--- src/rtl/pll_lock_sequencer.sv ---
// PLL power-up/recovery sequencer: pulses PLL reset, qualifies LOCKED through a synchroniser
// and glitch filter, retries on lock timeout and reports ready/fault. Runs on the reference clock.
module pll_lock_sequencer #(
  parameter int unsigned RST_CYCLES   = 16,
  parameter int unsigned LOCK_FILTER  = 64,
  parameter int unsigned LOCK_TIMEOUT = 100000,
  parameter int unsigned MAX_RETRIES  = 3,
  localparam int unsigned RcW = (MAX_RETRIES > 0) ? $clog2(MAX_RETRIES + 1) : 1
) (
  input  logic           clk,
  input  logic           reset,
  input  logic           pll_locked,
  input  logic           restart,
  output logic           pll_rst,
  output logic           pll_pwrdwn,
  output logic           ready,
  output logic           fault,
  output logic [RcW-1:0] retry_count,
  output logic [7:0]     lock_loss_cnt
);

  localparam int unsigned RstW = $clog2(RST_CYCLES + 1);
  localparam int unsigned FltW = $clog2(LOCK_FILTER + 1);
  localparam int unsigned TmoW = $clog2(LOCK_TIMEOUT + 1);

  localparam logic [RstW-1:0] RstLast = RstW'(RST_CYCLES - 1);
  localparam logic [FltW-1:0] FltLast = FltW'(LOCK_FILTER - 1);
  localparam logic [TmoW-1:0] TmoLast = TmoW'(LOCK_TIMEOUT - 1);
  localparam logic [RcW-1:0]  RcMax   = RcW'(MAX_RETRIES);

  localparam logic [1:0] StRstPll   = 2'd0;
  localparam logic [1:0] StWaitLock = 2'd1;
  localparam logic [1:0] StRun      = 2'd2;
  localparam logic [1:0] StFault    = 2'd3;

  logic [1:0]      state_q, state_d;
  logic [RstW-1:0] rst_cnt_q, rst_cnt_d;
  logic [FltW-1:0] flt_q, flt_d;
  logic [TmoW-1:0] tmo_q, tmo_d;
  logic [RcW-1:0]  retry_q, retry_d;
  logic [7:0]      loss_q, loss_d;
  logic            lk_meta_q, lk_s_q;

  // LOCKED is asynchronous to clk; only lk_s_q is used by the FSM.
  always_ff @(posedge clk or posedge reset) begin
    if (reset) begin
      lk_meta_q <= 1'b0;
      lk_s_q    <= 1'b0;
    end else begin
      lk_meta_q <= pll_locked;
      lk_s_q    <= lk_meta_q;
    end
  end

  always_comb begin
    state_d   = state_q;
    rst_cnt_d = rst_cnt_q;
    flt_d     = flt_q;
    tmo_d     = tmo_q;
    retry_d   = retry_q;
    loss_d    = loss_q;
    if (restart) begin
      state_d   = StRstPll;
      rst_cnt_d = '0;
      flt_d     = '0;
      tmo_d     = '0;
      retry_d   = '0;
    end else begin
      unique case (state_q)
        StRstPll: begin
          flt_d = '0;
          tmo_d = '0;
          if (rst_cnt_q == RstLast) begin
            state_d   = StWaitLock;
            rst_cnt_d = '0;
          end else begin
            rst_cnt_d = rst_cnt_q + 1'b1;
          end
        end
        StWaitLock: begin
          flt_d = lk_s_q ? flt_q + 1'b1 : '0;
          tmo_d = tmo_q + 1'b1;
          // A lock completing on the timeout cycle takes precedence.
          if (lk_s_q && (flt_q == FltLast)) begin
            state_d = StRun;
            retry_d = '0;
          end else if (tmo_q == TmoLast) begin
            if (retry_q == RcMax) begin
              state_d = StFault;
            end else begin
              state_d   = StRstPll;
              rst_cnt_d = '0;
              retry_d   = retry_q + 1'b1;
            end
          end
        end
        StRun: begin
          if (!lk_s_q) begin
            state_d   = StRstPll;
            rst_cnt_d = '0;
            if (loss_q != 8'hFF) loss_d = loss_q + 8'd1;
          end
        end
        StFault: begin
        end
        default: state_d = StRstPll;
      endcase
    end
  end

  always_ff @(posedge clk or posedge reset) begin
    if (reset) begin
      state_q   <= StRstPll;
      rst_cnt_q <= '0;
      flt_q     <= '0;
      tmo_q     <= '0;
      retry_q   <= '0;
      loss_q    <= '0;
    end else begin
      state_q   <= state_d;
      rst_cnt_q <= rst_cnt_d;
      flt_q     <= flt_d;
      tmo_q     <= tmo_d;
      retry_q   <= retry_d;
      loss_q    <= loss_d;
    end
  end

  assign pll_rst       = (state_q == StRstPll) || (state_q == StFault);
  assign pll_pwrdwn    = (state_q == StFault);
  assign fault         = (state_q == StFault);
  assign ready         = (state_q == StRun);
  assign retry_count   = retry_q;
  assign lock_loss_cnt = loss_q;

endmodule

--- config.mk ---
export PLATFORM = sky130hd
export DESIGN_NAME = pll_lock_sequencer
export DESIGN_NICKNAME = d
export VERILOG_FILES = /design/src/rtl/pll_lock_sequencer.sv
export SDC_FILE = /design/constraint.sdc
export NUM_CORES = 1
export LEC_CHECK = 0
export BUFFER_PORTS_ARGS = -buffer_cell sky130_fd_sc_hd__buf_2
export CAP_MARGIN = 0
export CORE_ASPECT_RATIO = 0.7
export CORE_UTILIZATION = 54
export CTS_BUF_LIST = sky130_fd_sc_hd__clkbuf_16
export CTS_CLUSTER_DIAMETER = 40
export DETAILED_ROUTE_END_ITERATION = 12
export PLACE_DENSITY = 0.76
export SYNTH_ARGS = -nofsm -noshare
export SYNTH_HDL_FRONTEND = slang
export SYNTH_SLANG_ARGS = --single-unit
--- constraint.sdc ---
create_clock -name clk -period 1.8 [get_ports clk]
set_input_delay 0.36 -clock clk [delete_from_list [all_inputs] [get_ports clk]]
set_output_delay 0.36 -clock clk [all_outputs]
set_load 0.05 [all_outputs]
==> results.sh <==
export IMPL_placement_io_buffers=17
export IMPL_type_of_the_tightest_min_delay_check="in -> async"
export IMPL_syn_nets=259
export IMPL_design_power_total_w=0.002090
export IMPL_ctsRootBufferMaster="sky130_fd_sc_hd__clkbuf_16"
export IMPL_main_combinational_cell_family_by_area_after_synthesis="simple AND/OR/NAND/NOR gates"
export IMPL_top_area_cell_type_share_of_the_netlist_area=0.4565
export IMPL_fin_crit_ns=1.727
export IMPL_tritoncts="done"
export IMPL_finalNetCount=299
export IMPL_cts_sinks=43
export IMPL_finalSetupViolCount=0
export IMPL_worstPathCellList="ha_1, and4_4, nand4_4, or3_4, a211oi_2, mux2i_1"
export IMPL_timing_hold_ws_ns=0.1775
export IMPL_clock_tree_htree_level_count=2
export IMPL_global_route_usage_total=0.2531
export IMPL_crit_reg2reg_capture="rst_cnt_q[2]"
export IMPL_clock_insertion_delay_worst_skew_ns=0.29
export IMPL_power_per_cell_area_nw_per_um2=728.5
export IMPL_timing_critical_path_slowest_cell_delay_ns=0.37
export IMPL_worstPathMaxFanout=3
export IMPL_grt_start_max_net_pins=44
export IMPL_drtIter0Drc=157
export IMPL_crit_reg2reg_launch="tmo_q[0]"
export IMPL_layout_area_overhead_vs_synth_pct=21.71
export IMPL_max_clock_freq_mhz=578.9
export IMPL_grt_overflow=0
export IMPL_synth_area_in_compound_gates=0.1539
export IMPL_critical_path_arrival_ns=1.89
export IMPL_post_synth_xor_area_fraction=0.04459
export IMPL_cp_data_required_time_ns=1.97
export IMPL_core_um2=4041
export IMPL_maxSlewViolCount=0
export IMPL_synth_adder_area_share=0.04777
export IMPL_critical_path_startpoint="tmo_q[0]"
export IMPL_crit_slowest_cell="sky130_fd_sc_hd__or3_4"
export IMPL_run_status="finished clean"
export IMPL_routability_congestion_estimate=0.8146
export IMPL_max_vdd_ir_drop_uv=681.9
export IMPL_placement_rows=19
export IMPL_wire_per_inst_um=15.80
export IMPL_detailedPlacementHpwl_mm=3.622
export IMPL_r2r_worst_path_cells=6
export IMPL_synth_seq_cells=43
export IMPL_worst_setup_path_endpoint="rst_cnt_q[2]"
export IMPL_vias_per_cell=5.926
export IMPL_grt_setup_unrepaired="true"
export IMPL_max_slew_margin_rel=0.6319
export IMPL_clk_pin_slew_ns=0.06
export IMPL_drcViolationCount=0
export IMPL_netlist_instances=246
export IMPL_timing_max_cap_violations=0
export IMPL_cts_root_to_sink_buffers=2
export IMPL_timing_critical_path_to_type="flip-flop"
export IMPL_cts_buffers=5
export IMPL_synth_mux_area_frac=0.02176
export IMPL_worst_slew_pin_transition_ns=0.5522
export IMPL_part_of_the_yosys_area_used_for_sequential_elements=0.4565
export IMPL_die_width_um=80.97
export IMPL_drtAntennaViolNets=0
export IMPL_num_io_pins=18
export IMPL_holdBufCountCts=0
export IMPL_antenna_found_initial=0
export IMPL_criticalPathCategory="reg -> reg"
export IMPL_finalHoldViolations=0
export IMPL_wire_length_of_the_first_global_routing_pass_mm=8.832
export IMPL_worst_r2r_setup_slack_ns=0.07
export IMPL_die_area_um2=4638
export IMPL_die_height_um=57.28
export IMPL_post_route_cells_drive_above_1_share=0.2509
export IMPL_synth_cell_area_um2=2357
export IMPL_postSynthAreaPerCell_um2=9.582
export IMPL_via_count_of_the_first_global_routing_pass=1850
export IMPL_synth_warnings=0
export IMPL_leakagePower_nw=1.308
export IMPL_dr_pass1_iters=4
export IMPL_fillCellCount=314
export IMPL_count_of_antenna_diodes_in_the_layout=0
export IMPL_synth_top_cell_by_area="sky130_fd_sc_hd__dfrtp_1"
export IMPL_simple_gate_share_of_the_synthesized_area=0.2320
export IMPL_finClkSkew_ns=0.004786
export IMPL_post_synth_main_area_contributors="sky130_fd_sc_hd__dfrtp_1 46%, sky130_fd_sc_hd__o21ai_0 5.9%, sky130_fd_sc_hd__nand2_1 5.9%, sky130_fd_sc_hd__ha_1 4.8%, sky130_fd_sc_hd__nand4_1 3.5%"
export IMPL_route_vias_total=2009
export IMPL_netlist_cell_type_count=46
export IMPL_drt_wirelength_mm=5.355
export IMPL_finalCritPeriodShare=0.9597
export IMPL_initial_utilization=0.5833
export IMPL_timing_critical_path_from_type="flip-flop"
-- cell usage after synthesis, drive strengths merged --
master / n
o211ai: 1
o21a: 2
or3: 5
clkinv: 1
a32o: 1
o21ai: 28
a22o: 1
clkbuf: 5
o22ai: 3
xor2: 8
nor3: 7
and4b: 1
nor2: 8
nand4: 14
and4bb: 2
o31ai: 4
nand3: 13
nor4: 1
ha: 9
nand4b: 1
mux2: 1
and2: 5
mux2i: 4
a211oi: 2
nor2b: 1
buf: 4
and4: 3
inv: 8
o32ai: 1
dfrtp: 43
a21boi: 2
nand2: 37
nor4b: 1
xnor2: 4
a21oi: 8
a31oi: 7
-- cell usage in the layout, fill, tap and decap left out, types with 4 or more instances in the layout --
cell | Yosys | routed
sky130_fd_sc_hd__clkbuf_16 | 0 | 5
sky130_fd_sc_hd__nor2_1 | 8 | 8
sky130_fd_sc_hd__nor3_1 | 6 | 5
sky130_fd_sc_hd__nand4_1 | 13 | 13
sky130_fd_sc_hd__a21oi_1 | 8 | 8
sky130_fd_sc_hd__xnor2_1 | 4 | 4
sky130_fd_sc_hd__xor2_1 | 8 | 8
sky130_fd_sc_hd__mux2i_1 | 4 | 4
sky130_fd_sc_hd__buf_4 | 1 | 26
sky130_fd_sc_hd__dfrtp_1 | 43 | 40
sky130_fd_sc_hd__buf_2 | 2 | 16
sky130_fd_sc_hd__ha_1 | 9 | 7
sky130_fd_sc_hd__nand2_1 | 37 | 37
sky130_fd_sc_hd__nand3_1 | 13 | 13
sky130_fd_sc_hd__and2_1 | 4 | 4
sky130_fd_sc_hd__inv_1 | 8 | 6
sky130_fd_sc_hd__o21ai_0 | 28 | 27
sky130_fd_sc_hd__a31oi_1 | 7 | 6
-- timing repair --
| item | in CTS | in global routing |
|---|---|---|
| pin swaps | 0 | 2 |
| setup endpoints to repair | 1 | 15 |
| gates cloned | 0 | 0 |
| setup buffers | 0 | 1 |
| gates resized for setup | 1 | 13 |
-- power breakdown --
group	total (W)	switching (W)	internal, W
combinational	0.0000545	0.0000387	0.0000158
sequential	0.000983	0.00000880	0.000974
clock	0.00105	0.000391	0.000662
total	0.00209	0.000439	0.00165
-- worst max-delay path: cells and delay by family, from the launching register on --
family / cells / cell delay (ns)
simple gates: 3 / 0.76
flops: 1 / 0.36
compound gates: 1 / 0.22
fa+ha+maj: 1 / 0.18
mux: 1 / 0.09
-- logic make-up (layout without fill, tap and decap cells) --
family / Yosys count / in the layout
buffers and inverters: 18 / 59
adders and majority gates: 9 / 9
xor gates and xnor gates: 12 / 12
and+or+nand+nor: 99 / 99
muxes: 5 / 5
AOI/OAI and AO/OA: 60 / 60
DFF: 43 / 43
-- worst min path at each step --
stage,startpoint,end,slack [ns],cells after the start
finish,reset,lk_meta_q,0.18,3
global route,pll_locked,lk_meta_q,0.17,1
CTS,pll_locked,lk_meta_q,0.17,1
detailed placement,lk_meta_q,lk_s_q,0.33,0
global placement,lk_meta_q,lk_s_q,0.33,0
floorplan,lk_meta_q,lk_s_q,0.33,0
-- stage by stage --
| stage | cells | TNS [ns] | area, um2 | util | setup WS [ns] |
|---|---|---|---|---|---|
| floorplan | 246 | 0 | 2372 | - | 0.02116 |
| global placement | 330 | 0 | 2634 | 0.6517 | 0.1242 |
| detailed placement | 330 | 0 | 2634 | 0.6517 | 0.05041 |
| CTS | 338 | 0 | 2809 | 0.6950 | 0.02312 |
| global route | 339 | -0.03256 | 2869 | 0.7099 | -0.03256 |
| finish | 339 | 0 | 2869 | 0.7099 | 0.07254 |
-- state kept, by name, indices dropped and copies added (netlist names) --
signal / cells
tmo_q: 17
lock_loss_cnt: 8
flt_q: 7
rst_cnt_q: 5
retry_count: 2
state_q: 2
lk_meta_q: 1
lk_s_q: 1
-- per-layer routing --
layer | vias up | part of all wire | track usage
li1 | 977 | - | -
met1 | 966 | 0.49 | 0.3792
met2 | 59 | 0.45 | 0.3673
met3 | 7 | 0.052 | 0.05920
met4 | 0 | 0.0086 | 0.06888
met5 | - | 0 | 0
-- cell type report --
| cell class | count | area [um2] | area share |
|---|---|---|---|
| multi-input combinational | 185 | 1242 | 0.4331 |
| sequential | 43 | 1080 | 0.3764 |
| timing repair buffer | 42 | 275.3 | 0.09594 |
| clock buffer | 5 | 125.1 | 0.04361 |
| tap | 52 | 65.06 | 0.02268 |
| clock inverter | 3 | 47.55 | 0.01657 |
| inverter | 9 | 33.78 | 0.01177 |
No activity file was read; power rests on OpenSTA's default activity.
